===== src/rtl/stream_fifo_pkg.sv =====
// Shared definitions for stream_fifo: address-width derivation, flag reset values
// and parameter legality helpers used at elaboration.
package stream_fifo_pkg;

  localparam logic AF_RST = 1'b0;
  localparam logic AE_RST = 1'b1;

  function automatic int addr_w(input int depth);
    return (depth > 32'sd1) ? $clog2(depth) : 32'sd1;
  endfunction

  function automatic bit is_pow2(input int v);
    return (v >= 32'sd2) && ((v & (v - 32'sd1)) == 32'sd0);
  endfunction

  function automatic bit params_legal(input int data_w, input int depth,
                                      input int af, input int ae);
    return (data_w >= 32'sd1) && is_pow2(depth) &&
           (af >= 32'sd1) && (af <= depth) &&
           (ae >= 32'sd0) && (ae <= depth - 32'sd1);
  endfunction

endpackage


===== src/rtl/stream_fifo_mem.sv =====
// DEPTH x DATA_W storage: one synchronous write port, one asynchronous read port.
// Contents are deliberately not reset.
module stream_fifo_mem #(
  parameter int DATA_W = 8,
  parameter int DEPTH  = 16,
  parameter int ADDR_W = 4
) (
  input  logic              clk_i,
  input  logic              we_i,
  input  logic [ADDR_W-1:0] waddr_i,
  input  logic [DATA_W-1:0] wdata_i,
  input  logic [ADDR_W-1:0] raddr_i,
  output logic [DATA_W-1:0] rdata_o
);

  logic [DATA_W-1:0] mem_q [DEPTH];

  // Storage write
  always_ff @(posedge clk_i) begin
    if (we_i) begin
      mem_q[waddr_i] <= wdata_i;
    end
  end

  assign rdata_o = mem_q[raddr_i];

endmodule


===== src/rtl/stream_fifo.sv =====
// First-word-fall-through valid/ready FIFO with occupancy count and almost flags.
// Optional peak-occupancy tracker enabled by defining STREAM_FIFO_PEAK_EN.
module stream_fifo
  import stream_fifo_pkg::*;
#(
  parameter int DATA_W    = 8,
  parameter int DEPTH     = 16,
  parameter int AF_THRESH = DEPTH - 2,
  parameter int AE_THRESH = 2,
  localparam int ADDR_W   = addr_w(DEPTH),
  localparam int CNT_W    = ADDR_W + 1
) (
  input  logic              clk,
  input  logic              rst_n,
`ifdef STREAM_FIFO_PEAK_EN
  input  logic              peak_clr,
  output logic [CNT_W-1:0]  peak_count,
`endif
  input  logic              flush,
  input  logic              s_valid,
  output logic              s_ready,
  input  logic [DATA_W-1:0] s_data,
  output logic              m_valid,
  input  logic              m_ready,
  output logic [DATA_W-1:0] m_data,
  output logic [CNT_W-1:0]  count,
  output logic              almost_full,
  output logic              almost_empty
);

  if (!params_legal(DATA_W, DEPTH, AF_THRESH, AE_THRESH)) begin : g_bad_params
    $error("stream_fifo: illegal DATA_W/DEPTH/AF_THRESH/AE_THRESH");
  end

  localparam logic [CNT_W-1:0] ONE  = {{(CNT_W-1){1'b0}}, 1'b1};
  localparam logic [CNT_W-1:0] ZERO = {CNT_W{1'b0}};
  localparam logic [CNT_W-1:0] AF_T = CNT_W'(AF_THRESH);
  localparam logic [CNT_W-1:0] AE_T = CNT_W'(AE_THRESH);

  logic [CNT_W-1:0]  wr_ptr_q, wr_ptr_d, rd_ptr_q, rd_ptr_d, count_q, count_d;
  logic              af_q, af_d, ae_q, ae_d;
  logic              empty_s, full_s, push_s, pop_s;
  logic [DATA_W-1:0] rdata_s;

  // Pointers carry an extra wrap bit so full and empty are distinguishable.
  assign empty_s = (wr_ptr_q == rd_ptr_q);
  assign full_s  = (wr_ptr_q[ADDR_W-1:0] == rd_ptr_q[ADDR_W-1:0]) &&
                   (wr_ptr_q[ADDR_W] != rd_ptr_q[ADDR_W]);
  assign s_ready = ~full_s;
  assign m_valid = ~empty_s;
  assign push_s  = s_valid & ~full_s;
  assign pop_s   = m_ready & ~empty_s;
  assign m_data  = empty_s ? {DATA_W{1'b0}} : rdata_s;

  stream_fifo_mem #(
    .DATA_W (DATA_W),
    .DEPTH  (DEPTH),
    .ADDR_W (ADDR_W)
  ) u_mem (
    .clk_i   (clk),
    .we_i    (push_s & ~flush),
    .waddr_i (wr_ptr_q[ADDR_W-1:0]),
    .wdata_i (s_data),
    .raddr_i (rd_ptr_q[ADDR_W-1:0]),
    .rdata_o (rdata_s)
  );

  // Next-state pointers, count and flags; flush wins over push and pop
  always_comb begin
    wr_ptr_d = wr_ptr_q;
    rd_ptr_d = rd_ptr_q;
    count_d  = count_q;
    if (flush) begin
      wr_ptr_d = ZERO;
      rd_ptr_d = ZERO;
      count_d  = ZERO;
    end else begin
      if (push_s) begin
        wr_ptr_d = wr_ptr_q + ONE;
      end else begin
        wr_ptr_d = wr_ptr_q;
      end
      if (pop_s) begin
        rd_ptr_d = rd_ptr_q + ONE;
      end else begin
        rd_ptr_d = rd_ptr_q;
      end
      case ({push_s, pop_s})
        2'b10:   count_d = count_q + ONE;
        2'b01:   count_d = count_q - ONE;
        default: count_d = count_q;
      endcase
    end
    af_d = (count_d >= AF_T);
    ae_d = (count_d <= AE_T);
  end

  // Control state registers
  always_ff @(posedge clk or negedge rst_n) begin
    if (!rst_n) begin
      wr_ptr_q <= ZERO;
      rd_ptr_q <= ZERO;
      count_q  <= ZERO;
      af_q     <= AF_RST;
      ae_q     <= AE_RST;
    end else begin
      wr_ptr_q <= wr_ptr_d;
      rd_ptr_q <= rd_ptr_d;
      count_q  <= count_d;
      af_q     <= af_d;
      ae_q     <= ae_d;
    end
  end

  assign count        = count_q;
  assign almost_full  = af_q;
  assign almost_empty = ae_q;

`ifdef STREAM_FIFO_PEAK_EN
  logic [CNT_W-1:0] peak_q, peak_d;

  // Peak tracks the upcoming count; a clear reloads it from that count rather than zero
  always_comb begin
    if (peak_clr) begin
      peak_d = count_d;
    end else if (count_d > peak_q) begin
      peak_d = count_d;
    end else begin
      peak_d = peak_q;
    end
  end

  // Peak register
  always_ff @(posedge clk or negedge rst_n) begin
    if (!rst_n) begin
      peak_q <= ZERO;
    end else begin
      peak_q <= peak_d;
    end
  end

  assign peak_count = peak_q;
`else
  // No peak tracking in this build.
`endif

endmodule


===== config.mk =====
export PLATFORM = sky130hd
export DESIGN_NAME = stream_fifo
export DESIGN_NICKNAME = d
export VERILOG_FILES = /design/src/rtl/stream_fifo_pkg.sv /design/src/rtl/stream_fifo_mem.sv /design/src/rtl/stream_fifo.sv
export SDC_FILE = /design/constraint.sdc
export NUM_CORES = 1
export LEC_CHECK = 0
export ABC_AREA = 1
export CAP_MARGIN = 30
export CORE_AREA = 5 5 140 142
export DETAILED_ROUTE_END_ITERATION = 16
export DIE_AREA = 0 0 145 147
export PLACE_DENSITY_LB_ADDON = 0.1
export SLEW_MARGIN = 20
export SYNTH_ARGS = -nofsm -noshare
export SYNTH_HDL_FRONTEND = slang
export SYNTH_SLANG_ARGS = --single-unit

===== constraint.sdc =====
create_clock -name clk -period 3 [get_ports clk]
set_input_delay 0.3 -clock clk [delete_from_list [all_inputs] [get_ports clk]]
set_output_delay 0.3 -clock clk [all_outputs]
set_load 0.1 [all_outputs]

## Word-level counts from Yosys, hierarchy flattened

Memory sizes are Yosys's and may differ from the RTL's.
Index checks and enable logic that the tools add are counted.

- $add $sub $neg: 4
- Multipliers: 0
- Div/mod/pow operators: 0
- $lt $le $gt $ge: 2
- Equal/unequal tests: 5
- Shift-type cells: 0
- Multiplexer cells: 9
- Bitwise logic cells: 6
- Reductions and logical operators: 3

Operators with widths:

| kind | count |
|---|---|
| 5-bit two-way mux | 5 |
| 5-bit by 1-bit adder with 5-bit output (second input constant) | 3 |
| 5-bit case mux with 2 select lines | 1 |
| 8-bit two-way mux | 1 |
| 5-bit equality test | 1 |
| 5-bit by 4-bit greater-or-equal comparator with 1-bit output (second input constant) | 1 |
| 5-bit by 2-bit less-or-equal comparator with 1-bit output (second input constant) | 1 |
| 5-bit by 1-bit subtractor with 5-bit output (second input constant) | 1 |
| 4-bit equality test | 1 |
| 2-bit nonzero test | 2 |
| 1-bit bitwise AND | 3 |
| 1-bit NOT | 3 |
| 2-bit by 1-bit equality test with 1-bit output (second input constant) | 1 |
| 2-bit equality test (second input constant) | 1 |
| 1-bit two-way mux | 2 |
| 1-bit logical AND | 1 |
| 1-bit inequality test | 1 |

- Register bits after elaboration: 17
- Bits in latches: 0
- RAM bits: 128
- Bits in read-only memories: 0
- Bits of input ports: 13
- Output and inout bits: 17
- Word-level logic and storage cells: 35
- Memories kept: 1

Memory list:

| name | depth | bits a word | rd ports | clocked after memory_dff | wr ports | line | source |
|---|---|---|---|---|---|---|---|
| u_mem.mem_q | 16 | 8 | 1 | 0 | 1 | stream_fifo_mem.sv:16 | `logic [DATA_W-1:0] mem_q [DEPTH];` |

## Logic depth before layout (Yosys ltp)

- Depth after elaboration: 8
- Depth in mapped cells: 21
- Depth with buffers taken out: 20

## Modules after synthesis

From an unflattened synthesis, not the netlist that was laid out.

- Cell total of the unflattened synthesis: 708
- Area, all modules: 6,841.6 sq um

Modules (own cells, without submodules):

| module | instances | cells each | area an instance (sq um) | sequential area each (sq um) |
|---|---|---|---|---|
| stream_fifo_mem | 1 | 543 | 5,606.6 | 3,843.7 |
| stream_fifo | 1 | 165 | 1,234.9 | 426.7 |

## Worst setup path before layout

OpenSTA, ideal clock, no wires.

- Path kind: register -> output
- Start: register rd_ptr_q[0]
- End: output port m_data[0]
- Data arrival time: 2.941 ns
- Required time: 2.700 ns
- Slack: -0.241 ns
- Cell stages (with the launch flop): 8
- Path buffers: 2
- Path through: dfrtp_1 inv_2 clkbuf_1 clkbuf_1 nor2_1 o22ai_1 nand2_1 a31oi_1

- Cells in the longest elaborated chain, start to end: 2
- Elaborated cells between the ends (all ways): 3
- Classes of those cells: 1 x eq/ne; 1 x mux; 1 x memory

RTL lines:

| item | line | source |
|---|---|---|
| start, declared | stream_fifo.sv:40 | `logic [CNT_W-1:0] wr_ptr_q, wr_ptr_d, rd_ptr_q, rd_ptr_d, count_q, count_d;` |
| start signal, assigned | stream_fifo.sv:108 | `rd_ptr_q <= rd_ptr_d;` |
| memory 16 x 8 bit or 5-bit equality test (tied branches) | n/a |  |
| 8-bit two-way mux * | stream_fifo.sv:53 | `assign m_data = empty_s ? {DATA_W{1'b0}} : rdata_s;` |
| end, declared | stream_fifo.sv:25 | `output logic [DATA_W-1:0] m_data,` |

Every way passes the cells marked *; elsewhere a longest branch is shown, timed or not.

## Final worst setup path

- Start: register rd_ptr_q[0]
- End: output port m_data[7]

The elaborated chain is that of the path after synthesis.

==> flow_metrics.tcl <==
set metrics [dict create \
    status "complete, no violations" \
    die_w_microns 145 \
    crit_type "flip-flop to output pin" \
    drt_iter0_markers 301 \
    reg2reg_slack_ps 570 \
    powerDensity_nw_per_um2 764 \
    worst_slew_margin_rel 0.462 \
    rsz0062_at_grt "no" \
    ioPinCount 30 \
    globalRouteOverflowTotal 0 \
    synthesis.nets 538 \
    finalPower_mw 5.82 \
    wl_met2_microns 7630 \
    drv_cap 0 \
    ys_ff_latch 145 \
    place_worst_setup_slack_ps 567 \
    synth-edff-count 128 \
    ys_warn_count 0 \
    grt_usage 0.151 \
    drv_slew 0 \
    reg2reg_depth 15 \
    grt_pass1_wl_microns 24200 \
    fin_crit_sh 0.880 \
    ctsHoldBuffers 0 \
    fp.dieH_microns 147 \
    holdCritPathClass "input port to asynchronous set/reset pin" \
    ys_seq_area_frac 0.689 \
    syn_inst 518 \
    fin_nets 588 \
    fin_ws_ps 361 \
    num_rows 50 \
    via_count 4081 \
    cts_tree "yes" \
    fin_skew_ps 13.9 \
    placed_area_sq_um 7030 \
    endpoint_kind "output pin" \
    cts-htree-levels 4 \
    leakage_nw 2.69 \
    detail-route-antenna-nets 0 \
    cts_num_sinks 145 \
    synthFlopType "edfxtp_1" \
    cp.arrival_ps 2340 \
    cts.clk_slew.worst_paths_ps 60 \
    async_reset_ff_frac 0.117 \
    post_cts_buffers 0 \
    hold_viol 0 \
    wire_per_inst_microns 19.3 \
    wl_met3_microns 815 \
    max-clock-path-buffers 2 \
    dpl.cell_count 783 \
    setup_violations 0 \
    drt-pass1-iter-count 4 \
    stdcell_area_sq_um 7630 \
    top_layer "met4" \
    layout-drive-gt1-share 0.188 \
    holdWs_ps 345 \
    syn_area_sq_um 6200 \
    startpoint_type "flip-flop" \
    max_freq_mhz 379 \
    final-instance-count-excl-fill 815 \
    initial_core_util 0.338 \
    first_global_vias 4022 \
    cts_buffers 17 \
    root_buffer "clkbuf_16" \
    gp_congestion 0.780 \
    yosys.area.top_type_share 0.620 \
    synth_cell_types 38 \
    tightestPinTransition_ps 804 \
    drc_errors 0 \
    avgViaCountPerCell 5.01 \
    syn_area_per_cell_sq_um 12.0 \
    peakVddDrop_v 0.000552 \
    cp.required_ps 2700 \
    cts_resized 0 \
    wl_met1_microns 7070 \
    grt_max_degree 67 \
    area_growth_pct 23.1 \
    io_buffers 29 \
    fin_crit_ps 2640 \
    n_antenna_cell 0 \
    finalWirelength_microns 15800 \
    fin_util 0.416 \
    dieArea_sq_um 21300 \
    crit_path_max_fanout 66 \
    antenna_found_initial 0 \
    dp.final_hpwl_microns 10300 \
    setup_tns_ps 0 \
    coreArea_sq_um 18300 \
    yosys-top-cells-area "edfxtp_1 (62%), dfrtp_1 (6.5%), o21ai_0 (5.7%)" \
    clk_latency_ps 420 \
    yosysTopAreaCell "edfxtp_1" \
]
[worst max-delay path, stage by stage, from the launching register on]
cell and delay [ps]:
dfrtp_2 440, inv_2 90, buf_12 270, o21ai_0 130, o221ai_1 250, nand3_1 190
a31oi_2 300, buf_12 220
[state kept, by name, indices dropped and copies added (netlist names)]
name / count
almost_empty: 1
almost_full: 1
count: 5
rd_ptr_q: 5
u_mem.mem_q: 128
wr_ptr_q: 5
[power by group]
part / leakage [nW] / total, mW / internal, mW / switching [mW]
clock network: 0.289 / 2.13 / 1.37 / 0.759
registers: 1.38 / 2.29 / 2.25 / 0.0404
logic: 1.03 / 1.41 / 0.404 / 1.00
[synth_stat cells (2+ instances only)]
cell type  count
o21ai_1        2
nor2_4         2
edfxtp_1     128
o22ai_1       21
nand2_2        7
inv_2          5
nand2_1       54
o221ai_1      11
o21ai_0       71
nand2_8        2
a21oi_1        9
dfrtp_1       16
a31oi_1        8
clkbuf_1      22
nand2_4        3
nand3_2        4
ha_1           7
inv_1         18
nor3_1         9
o211ai_1       5
nand3_1       11
nor2_1        87
[worst paths after layout]
kind,from,end
worst max register to register,rd_ptr_q[3],almost_full
min in group clk,wr_ptr_q[4],wr_ptr_q[4]
worst min register to register,wr_ptr_q[4],wr_ptr_q[4]
worst min-delay path,rst_n,wr_ptr_q[1]
max in group asynchronous,rst_n,rd_ptr_q[0]
worst max-delay path,rd_ptr_q[0],m_data[7]
[layer usage]
metal	GRT usage	up-vias
li1	-	1987
met1	0.205	1988
met5	0	-
met4	0.0485	0
met3	0.0370	12
met2	0.239	94
[cells in the final DEF (no fill, tap or decap), types with 2 or more instances in the layout]
cell type | netlist | routed
inv_2 | 5 | 5
nand2_2 | 7 | 7
ha_1 | 7 | 7
buf_12 | 0 | 11
inv_1 | 18 | 18
o221ai_1 | 11 | 11
a31oi_2 | 0 | 8
o21ai_1 | 2 | 2
bufinv_16 | 0 | 4
o21ai_0 | 71 | 71
clkinv_1 | 0 | 4
o22ai_1 | 21 | 21
clkdlybuf4s50_1 | 0 | 12
clkbuf_16 | 0 | 17
nand3_2 | 4 | 4
nand2_8 | 2 | 2
clkinv_2 | 0 | 4
clkinvlp_4 | 0 | 2
buf_4 | 1 | 32
nor2_4 | 2 | 2
nand2_4 | 3 | 3
nand3_1 | 11 | 11
nand2_1 | 54 | 54
edfxtp_1 | 128 | 128
a21oi_1 | 9 | 9
nor3_1 | 9 | 9
nor2_1 | 87 | 87
dfrtp_1 | 16 | 15
o211ai_1 | 5 | 5
[layout make-up]
| class | count | area (sq um) |
|---|---|---|
| Fill cell | 1735 | 10700 |
| Tap cell | 234 | 293 |
| Timing Repair Buffer | 55 | 581 |
| Multi-Input combinational cell | 324 | 1780 |
| Inverter | 25 | 101 |
| Clock buffer | 18 | 429 |
| Clock inverter | 14 | 170 |
| Sequential cell | 145 | 4270 |
[logic make-up after synthesis]
family | share of synthesized area
adders and majority gates | 0.0141
and+or+nand+nor | 0.141
AOI/OAI and AO/OA | 0.121
buffers and inverters | 0.0317
xor gates and xnor gates | 0.00283
DFF | 0.689
(Power assumes the default switching activity.)
